**src/rtl/image_pixel_streamer_pkg.sv**
```systemverilog
// Shared accelerator definitions: default pixel/frame geometry and the
// streamer FSM encoding.
package image_pixel_streamer_pkg;

    localparam int BITSIZE_DEFAULT = 18;
    localparam int IMG_W_DEFAULT   = 224;
    localparam int IMG_H_DEFAULT   = 224;

    typedef enum logic [1:0] {
        IDLE   = 2'd0,
        STREAM = 2'd1,
        DRAIN  = 2'd2
    } stream_state_t;

endpackage

```
**src/rtl/pixel_skid_buffer.sv**
```systemverilog
// Two-entry in-order pixel buffer between the frame-buffer read port and the
// window FIFO. The head entry stays stable until it is popped.
module pixel_skid_buffer #(
    parameter int WIDTH = 56
) (
    input  logic             clk,
    input  logic             rst,
    input  logic             push,
    input  logic [WIDTH-1:0] push_data,
    input  logic             pop,
    output logic             valid,
    output logic [WIDTH-1:0] head,
    output logic [1:0]       count
);

    logic [WIDTH-1:0] tail;

    // NOTE: the entry registers are reset too, so pixel outputs read zero
    // straight out of reset instead of whatever the flops powered up with.
    always_ff @(posedge clk) begin
        if (!rst) begin
            head  <= '0;
            tail  <= '0;
            count <= 2'd0;
        end else begin
            case (count)
                2'd0: begin
                    if (push) begin
                        head  <= push_data;
                        count <= 2'd1;
                    end
                end
                2'd1: begin
                    if (push && pop) begin
                        head <= push_data;
                    end else if (push) begin
                        tail  <= push_data;
                        count <= 2'd2;
                    end else if (pop) begin
                        count <= 2'd0;
                    end
                end
                2'd2: begin
                    // Upstream credit accounting never pushes into a full
                    // buffer unless the head leaves in the same cycle.
                    if (pop) begin
                        head <= tail;
                        if (push) tail  <= push_data;
                        else      count <= 2'd1;
                    end
                end
                default: count <= 2'd0;
            endcase
        end
    end

    assign valid = (count != 2'd0);

endmodule

```
**src/rtl/image_pixel_streamer.sv**
```systemverilog
// Reads a frame from the frame buffer in raster order and streams RGB pixels
// to the window FIFO with end-of-row / last-pixel qualifiers.
module image_pixel_streamer
    import image_pixel_streamer_pkg::*;
#(
    parameter int bitsize = BITSIZE_DEFAULT,
    parameter int IMG_W   = IMG_W_DEFAULT,
    parameter int IMG_H   = IMG_H_DEFAULT,
    parameter int ADDR_W  = $clog2(IMG_W * IMG_H)
) (
    input  logic               clk,
    input  logic               rst,
    input  logic               start,
    input  logic               ready,
    output logic               mem_rd_en,
    output logic [ADDR_W-1:0]  mem_addr,
    input  logic [bitsize-1:0] mem_dataR,
    input  logic [bitsize-1:0] mem_dataG,
    input  logic [bitsize-1:0] mem_dataB,
    output logic [bitsize-1:0] input_pixelR,
    output logic [bitsize-1:0] input_pixelG,
    output logic [bitsize-1:0] input_pixelB,
    output logic               wr_en,
    output logic               end_of_row,
    output logic               last_pixel,
    output logic               busy,
    output logic               done
);

    localparam int ENTRY_W = 3 * bitsize + 2;
    localparam int COL_W   = $clog2(IMG_W + 1);
    localparam int ROW_W   = $clog2(IMG_H + 1);
    localparam logic [COL_W-1:0] COL_LAST = COL_W'(IMG_W - 1);
    localparam logic [ROW_W-1:0] ROW_LAST = ROW_W'(IMG_H - 1);

    stream_state_t state, state_nx;
    logic          done_nx;

    logic [COL_W-1:0]  col;
    logic [ROW_W-1:0]  row;
    logic [ADDR_W-1:0] addr;

    logic inflight, inflight_eor, inflight_last;

    logic               buf_valid;
    logic [1:0]         buf_count;
    logic [ENTRY_W-1:0] buf_head;

    logic       pop, issue, issue_last, frame_start, final_xfer;
    logic [2:0] slots_used;

    // Entries that will still be held or arriving after this cycle's pop;
    // a new read is allowed only while that stays below the buffer depth.
    assign pop         = buf_valid & ready;
    assign slots_used  = 3'(buf_count) + 3'(inflight) - 3'(pop);
    assign issue       = (state == STREAM) && (slots_used < 3'd2);
    assign issue_last  = (col == COL_LAST) && (row == ROW_LAST);
    assign frame_start = (state == IDLE) && start;
    assign final_xfer  = pop && buf_head[0];

    // NOTE: every comb output gets a default first so no path leaves it
    // unassigned and infers a latch.
    always_comb begin
        state_nx = state;
        done_nx  = 1'b0;
        case (state)
            IDLE:   if (start) state_nx = STREAM;
            STREAM: if (issue && issue_last) state_nx = DRAIN;
            DRAIN: begin
                if (final_xfer) begin
                    state_nx = IDLE;
                    done_nx  = 1'b1;
                end
            end
            default: state_nx = IDLE;
        endcase
    end

    // NOTE: registered state uses non-blocking assignments only, so every
    // flop samples the pre-edge values regardless of statement order.
    always_ff @(posedge clk) begin
        if (!rst) begin
            state         <= IDLE;
            done          <= 1'b0;
            col           <= '0;
            row           <= '0;
            addr          <= '0;
            inflight      <= 1'b0;
            inflight_eor  <= 1'b0;
            inflight_last <= 1'b0;
        end else begin
            state         <= state_nx;
            done          <= done_nx;
            inflight      <= issue;
            inflight_eor  <= issue && (col == COL_LAST);
            inflight_last <= issue && issue_last;
            if (frame_start) begin
                col  <= '0;
                row  <= '0;
                addr <= '0;
            end else if (issue && !issue_last) begin
                addr <= addr + ADDR_W'(1);
                if (col == COL_LAST) begin
                    col <= '0;
                    row <= row + ROW_W'(1);
                end else begin
                    col <= col + COL_W'(1);
                end
            end
        end
    end

    // Returning data is pushed only when a read is tracked as in flight, so
    // words for reads issued before a reset are dropped.
    pixel_skid_buffer #(
        .WIDTH(ENTRY_W)
    ) u_skid (
        .clk       (clk),
        .rst       (rst),
        .push      (inflight),
        .push_data ({mem_dataR, mem_dataG, mem_dataB, inflight_eor, inflight_last}),
        .pop       (pop),
        .valid     (buf_valid),
        .head      (buf_head),
        .count     (buf_count)
    );

    assign mem_rd_en    = issue;
    assign mem_addr     = addr;
    assign wr_en        = buf_valid;
    assign input_pixelR = buf_head[ENTRY_W-1 -: bitsize];
    assign input_pixelG = buf_head[2*bitsize+1 -: bitsize];
    assign input_pixelB = buf_head[bitsize+1 -: bitsize];
    assign end_of_row   = buf_valid & buf_head[1];
    assign last_pixel   = buf_valid & buf_head[0];
    assign busy         = (state != IDLE);

endmodule

```
**config.mk**
```make
export PLATFORM = sky130hd
export DESIGN_NAME = image_pixel_streamer
export DESIGN_NICKNAME = d
export VERILOG_FILES = /design/src/rtl/image_pixel_streamer_pkg.sv /design/src/rtl/pixel_skid_buffer.sv /design/src/rtl/image_pixel_streamer.sv
export SDC_FILE = /design/constraint.sdc
export NUM_CORES = 1
export LEC_CHECK = 0
export BUFFER_PORTS_ARGS = -buffer_cell sky130_fd_sc_hd__buf_2
export CAP_MARGIN = 20
export CORE_ASPECT_RATIO = 1.4
export CORE_MARGIN = 4
export CORE_UTILIZATION = 55
export CTS_CLUSTER_SIZE = 8
export DETAILED_ROUTE_END_ITERATION = 10
export PLACE_DENSITY = 0.8
export SETUP_SLACK_MARGIN = 0.4
export SLEW_MARGIN = 30
export SYNTH_ARGS = -nofsm -noshare
export SYNTH_HDL_FRONTEND = slang
export SYNTH_SLANG_ARGS = --single-unit
```
**constraint.sdc**
```tcl
create_clock -name clk -period 3.2 [get_ports clk]
set_input_delay 0.64 -clock clk [delete_from_list [all_inputs] [get_ports clk]]
set_output_delay 0.64 -clock clk [all_outputs]
set_load 0.02 [all_outputs]
```
# After elaboration in Yosys (flattened, before gate mapping)

Cells that the tools add are included.

$add $sub $neg: 5
$lt $le $gt $ge: 1
Equal/unequal tests: 15
Muxes and demuxes: 21
Bitwise gates (word level): 4
Reduce and logical (&&, ||, !) cells: 22

Operator list:

| cell                  | count |
|---|---|
| $mux 56               | 6 |
| $pmux 56 s3           | 1 |
| $pmux 56 s2           | 1 |
| $mux 2                | 9 |
| $add 16x1->16 const B | 1 |
| $add 8x1->8 const B   | 2 |
| $eq 8x8->1 const B    | 2 |
| $ne 2x2->1 const B    | 6 |
| $pmux 2 s3            | 2 |
| $logic_and 1x1->1     | 8 |
| $mux 8                | 1 |
| $reduce_and 3->1      | 2 |
| $reduce_bool 2->1     | 3 |
| $reduce_and 5->1      | 1 |
| $eq 2x1->1 const B    | 2 |
| $eq 2x2->1 const B    | 2 |
| $logic_not 2->1       | 2 |
| $ne 2x1->1 const B    | 2 |
| $reduce_and 2->1      | 2 |
| $reduce_and 4->1      | 1 |
| $add 2x1->3           | 1 |
| $and 1x1->1           | 3 |
| $lt 3x2->1 const B    | 1 |
| $ne 3x3->1 const B    | 1 |
| other kinds (6)       | 6 |

Bits in registers: 152
Output and inout bits: 76
Logic and storage cells: 79

# Depth between registers and ports, before layout

Word-level depth: 8
Depth in mapped cells: 10
Depth with buffers taken out: 8

# Modules after synthesis

A second synthesis with hierarchy kept.

Cell total of the unflattened synthesis: 757
Area, all modules: 7119.3 um^2

Modules (own cells, without submodules):

| module               | instances | cells each | area an instance (um^2) |
|---|---|---|---|
| pixel_skid_buffer    | 1         | 525        | 5176.2 |
| image_pixel_streamer | 1         | 232        | 1943.1 |

# Least setup slack after synthesis

No wires, ideal clock.

Kind: input port to flip-flop
From: input port ready
To: register row[2]
Setup time: 0.070 ns
Data arrival time: 2.809 ns
Required time: 3.130 ns
Path slack: 0.321 ns
Cell stages on the path: 8
Buffers on the path: 1
Cell sequence: and3b_1 -> o21ai_0 -> fa_1 -> xor2_2 -> or4_4 -> buf_6 -> or4_1 -> a21oi_1

Word-level cells in the longest chain between the ends: 6

RTL lines:

| item                       | line                        | source |
|---|---|---|
| start: declaration         | image_pixel_streamer.sv:14  | `input logic ready,` |
| $and 1x1->1                | image_pixel_streamer.sv:54  | `assign pop = buf_valid & ready;` |
| $sub 3x1->3                | image_pixel_streamer.sv:55  | `assign slots_used = 3'(buf_count) + 3'(inflight) - 3'(pop);` |
| $lt 3x2->1                 | image_pixel_streamer.sv:56  | `assign issue = (state == STREAM) && (slots_used < 3'd2);` |
| $logic_and 1x1->1          | image_pixel_streamer.sv:56  |  |
| $logic_and 1x1->1          | image_pixel_streamer.sv:101 | `end else if (issue && !issue_last) begin` |
| $reduce_and 2->1 (no line) | -                           |  |
| end signal: assignment     | image_pixel_streamer.sv:105 | `row <= row + ROW_W'(1);` |
| end: declaration           | image_pixel_streamer.sv:40  | `logic [ROW_W-1:0] row;` |

No other way between the ends.
A chain may end at the register's enable or synchronous reset.

# Worst setup path after layout

From: register u_skid.count[0]
To: output port mem_rd_en

Word-level cells in the longest chain between the ends: 5

RTL lines:

| item                                                | line                       | source |
|---|---|---|
| start: declaration                                  | pixel_skid_buffer.sv:13    | `output logic [1:0] count` |
| start signal: assignment                            | pixel_skid_buffer.sv:24    | `count <= 2'd0;` |
| start signal: assignment                            | pixel_skid_buffer.sv:30    | `count <= 2'd1;` |
| start signal: assignment                            | pixel_skid_buffer.sv:38    | `count <= 2'd2;` |
| branches (longest 2 deep; another with $add 2x1->3) | -                          |  |
| $sub 3x1->3 (*)                                     | image_pixel_streamer.sv:55 |  |
| $lt 3x2->1 (*)                                      | image_pixel_streamer.sv:56 |  |
| $logic_and 1x1->1 (*)                               | image_pixel_streamer.sv:56 |  |
| end: declaration                                    | image_pixel_streamer.sv:15 | `output logic mem_rd_en,` |

Every way passes the cells marked *.

==> results.sh <==
export IMPL_crit_family="simple AND/OR/NAND/NOR gates"
export IMPL_worst_tran_pin_value_ns=0.791
export IMPL_p_per_cell_area_nw_per_um2=564
export IMPL_setup_worst_path_start_class="flip-flop"
export IMPL_net_switching_power_w=0.00103
export IMPL_timing_critical_path_slowest_stage_cell="sky130_fd_sc_hd__fa_2"
export IMPL_finalWirelength_mm=14.7
export IMPL_cts_sink_count=152
export IMPL_p_clk_frac=0.463
export IMPL_timing_final_max_slew_violations=0
export IMPL_crit_path_max_incr_delay_ns=0.55
export IMPL_clk_insertion_delay_late_ns=0.41
export IMPL_critical_path_top_cell_by_count="sky130_fd_sc_hd__and3b_2"
export IMPL_synth_top_area_cell="sky130_fd_sc_hd__dfxtp_1"
export IMPL_syn_mean_instance_area_um2=8.59
export IMPL_synth_area_um2=6760
export IMPL_path_buf_inv=2
export IMPL_seq_power_share=0.449
export IMPL_final_nets=911
export IMPL_drt_pre_antenna_iters=4
export IMPL_yosysMostFrequentCell="sky130_fd_sc_hd__dfxtp_1"
export IMPL_synth_top_flop_cell="sky130_fd_sc_hd__dfxtp_1"
export IMPL_drc=0
export IMPL_fin_worst_skew_ns=0.00742
export IMPL_ys_seq_elements=152
export IMPL_synthesis_nets=849
export IMPL_die_height_um=139
export IMPL_grt_pass1_wl_mm=24.1
export IMPL_design_die_area_um2=14200
export IMPL_placement_setup_worst_slack_ns=0.102
export IMPL_grt_overflow_total=0
export IMPL_yosys_top_cells_area="sky130_fd_sc_hd__dfxtp_1 (45%), sky130_fd_sc_hd__mux2i_1 (8.6%), sky130_fd_sc_hd__nand2_1 (6.9%)"
export IMPL_drv_max_cap_violation_count=0
export IMPL_sw_frac_of_total=0.232
export IMPL_grt_setup_unrepaired="yes"
export IMPL_worstHoldPathType="flip-flop to flip-flop"
export IMPL_ant_nets=0
export IMPL_synthToLayoutAreaGrowth_pct=15.9
export IMPL_setup_viol=0
export IMPL_fp_dieW_um=102
export IMPL_worst_ep_required_time_ns=2.56
export IMPL_core_region_area_um2=11900
export IMPL_critical_path_launch_point="u_skid.count[0]$_SDFFE_PN0P_"
export IMPL_yosys_area_top_type_share=0.450
export IMPL_largest_family_of_logic_cells_by_synthesized_area="simple AND/OR/NAND/NOR gates"
export IMPL_crit_arrival_ns=2.10
export IMPL_cts_hold_buffers=0
export IMPL_hp_start="u_skid.tail[5]$_SDFFE_PN0P_"
export IMPL_period_needed_ns=2.74
export IMPL_max_clock_freq_mhz=365
export IMPL_rr_startpoint="u_skid.count[0]$_SDFFE_PN0P_"
export IMPL_dpl_hpwl_mm=9.45
export IMPL_place_gp_congestion=0.827
export IMPL_synth_compound_gate_area_share=0.166
export IMPL_htree_num_levels=4
export IMPL_power_combinational_fraction=0.087
export IMPL_maxSlewHeadroom=0.473
export IMPL_final_hold_viol_count=0
export IMPL_routed_wire_length_per_instance_um=14.5
export IMPL_cts_buffers=17
export IMPL_crit_path_max_fanout=5
export IMPL_fp_row_count=47
export IMPL_overall_via_count_from_detail_route=5608
export IMPL_initial_utilization=0.567
export IMPL_synth_xor_area_frac=0.00629
export IMPL_cts_tree="built"
export IMPL_timing_setup_tns_ns=0
export IMPL_placement_io_buffers=133
export IMPL_grt_antenna_before_repair=1
export IMPL_dr_first_iter_drc_count=239
export IMPL_synth_warning_count=0
export IMPL_outcome="finished clean"
export IMPL_leakage_nw=3.32
export IMPL_worstSetupEndpointType="output pin"
export IMPL_first_global_vias=5065
export IMPL_synth_adder_area_share=0.00851
export IMPL_fin_crit_sh=0.856
export IMPL_portion_of_netlist_area_occupied_by_mux_cells=0.0858
export IMPL_vdd_drop_max_mv=0.369
export IMPL_internal_power_w=0.00340
export IMPL_synth_seq_area_share=0.450
export IMPL_track_usage=0.207
export IMPL_worstSetupPathType="flip-flop to output pin"
export IMPL_post_synth_inst_count=787
export IMPL_post_route_worst_setup_slack_ns=0.459
export IMPL_grt_start_max_net_pins=113
export IMPL_path_cells="and3b_2 > o21ai_2 > fa_2 > and3b_2 > nand2_2 > inv_2 > buf_6"
export IMPL_synth_edf_count=0
export IMPL_postSynth_asyncResetShare=0
export IMPL_cts_root_buf="sky130_fd_sc_hd__clkbuf_16"
export IMPL_netlist_cell_type_count=43
export IMPL_synth_cells_most_frequent="sky130_fd_sc_hd__dfxtp_1 (152), sky130_fd_sc_hd__nand2_1 (124), sky130_fd_sc_hd__a21oi_1 (85), sky130_fd_sc_hd__nor2_1 (67), sky130_fd_sc_hd__mux2i_1 (58)"
export IMPL_synthSimpleGateAreaFrac=0.185
export IMPL_vias_per_cell=5.55
export IMPL_clock_tree_buffer_depth=2
export IMPL_top_level_ports=134
export IMPL_clk_pin_slew_worst_paths_ns=0.06
export IMPL_post_route_cells_drive_above_1_share=0.236
## worst reg2reg max path, stage by stage (launching register included)
cell and delay, ns:
sky130_fd_sc_hd__dfxtp_4 0.35, sky130_fd_sc_hd__and3b_2 0.28, sky130_fd_sc_hd__o21ai_2 0.07, sky130_fd_sc_hd__fa_2 0.42, sky130_fd_sc_hd__xor2_2 0.18, sky130_fd_sc_hd__or4_4 0.63
sky130_fd_sc_hd__or4_1 0.50, sky130_fd_sc_hd__a21oi_1 0.15
## power groups by stage
stage	logic [W]	registers, W	clock network, W
after floorplan	0.000303	0.00202	0
after global placement	0.000371	0.00203	0
after detailed placement	0.000377	0.00203	0
after CTS	0.000384	0.00199	0.00209
after global routing	0.000424	0.00199	0.00218
final	0.000386	0.00199	0.00205
## final cells by class
class	instances	area, um2
fillers	1000	4100
multi-input cells	518	3110
flip-flops and latches	152	3050
repair buffers	152	852
clock buffers	18	429
well taps	147	184
clock inverters	12	178
inverters	8	31.3
diodes	3	7.51
## layout by cell type (no fill, tap or decap), drive strengths merged, types with 4 or more instances in the layout
cell type	n
a211oi	56
a21oi	85
buf	152
bufinv	4
clkbuf	18
clkinv	4
clkinvlp	4
dfxtp	152
inv	8
mux2i	58
nand2	124
nand3	15
nand4	6
nor2	67
nor4	4
o21ai	10
o31ai	21
or2	5
or3	5
or4	23
## layer usage
metal | vias to the layer above | GRT usage | routed length (um)
met1 | 2609 | 0.271 | 6320
met2 | 134 | 0.332 | 7400
met4 | 0 | 0.0728 | 212
met3 | 21 | 0.0463 | 753
li1 | 2844 | - | -
met5 | - | 0 | 0
## registers in the layout (all words and copies together), names as in the netlist
register       flops
col                8
done               1
inflight           1
inflight_eor       1
inflight_last      1
mem_addr          16
row                8
state              2
u_skid.count       2
u_skid.head       56
u_skid.tail       56
## logic make-up after synthesis
logic type	Yosys count
adders and majority gates	4
buffers and inverters	117
muxes	58
and+or+nand+nor	271
AOI/OAI and AO/OA	181
DFF	152
xor gates and xnor gates	4
## repair_timing
item	in CTS	in global routing
endpoints found under the setup margin	1	1
pin swaps	1	2
setup buffers	3	2
resized for setup	5	4
endpoints found under the hold margin	0	0
## worst paths after layout
path                                 endpoint  slack (ns)  cells past startpoint
hold reg to reg   u_skid.tail[5]$_SDFFE_PN0P_        0.45                      2
hold / removal    u_skid.tail[5]$_SDFFE_PN0P_        0.45                      2
setup / recovery                    mem_rd_en        0.46                      7
setup reg to reg          row[3]$_SDFFE_PP0P_        0.56                      7
## through the flow
stage                     power, W  cell area, um2  utilization  hold WS, ns  cells
after global placement     0.00240            7160        0.600        0.438    972
after global routing       0.00460            7830        0.656        0.466   1008
final                      0.00442            7840        0.657        0.451   1010
after CTS                  0.00446            7800        0.654        0.453   1005
after floorplan            0.00232            6770            -        0.432    787
after detailed placement   0.00241            7160        0.600        0.446    972
Note: power is estimated with default switching activity, not from simulation.
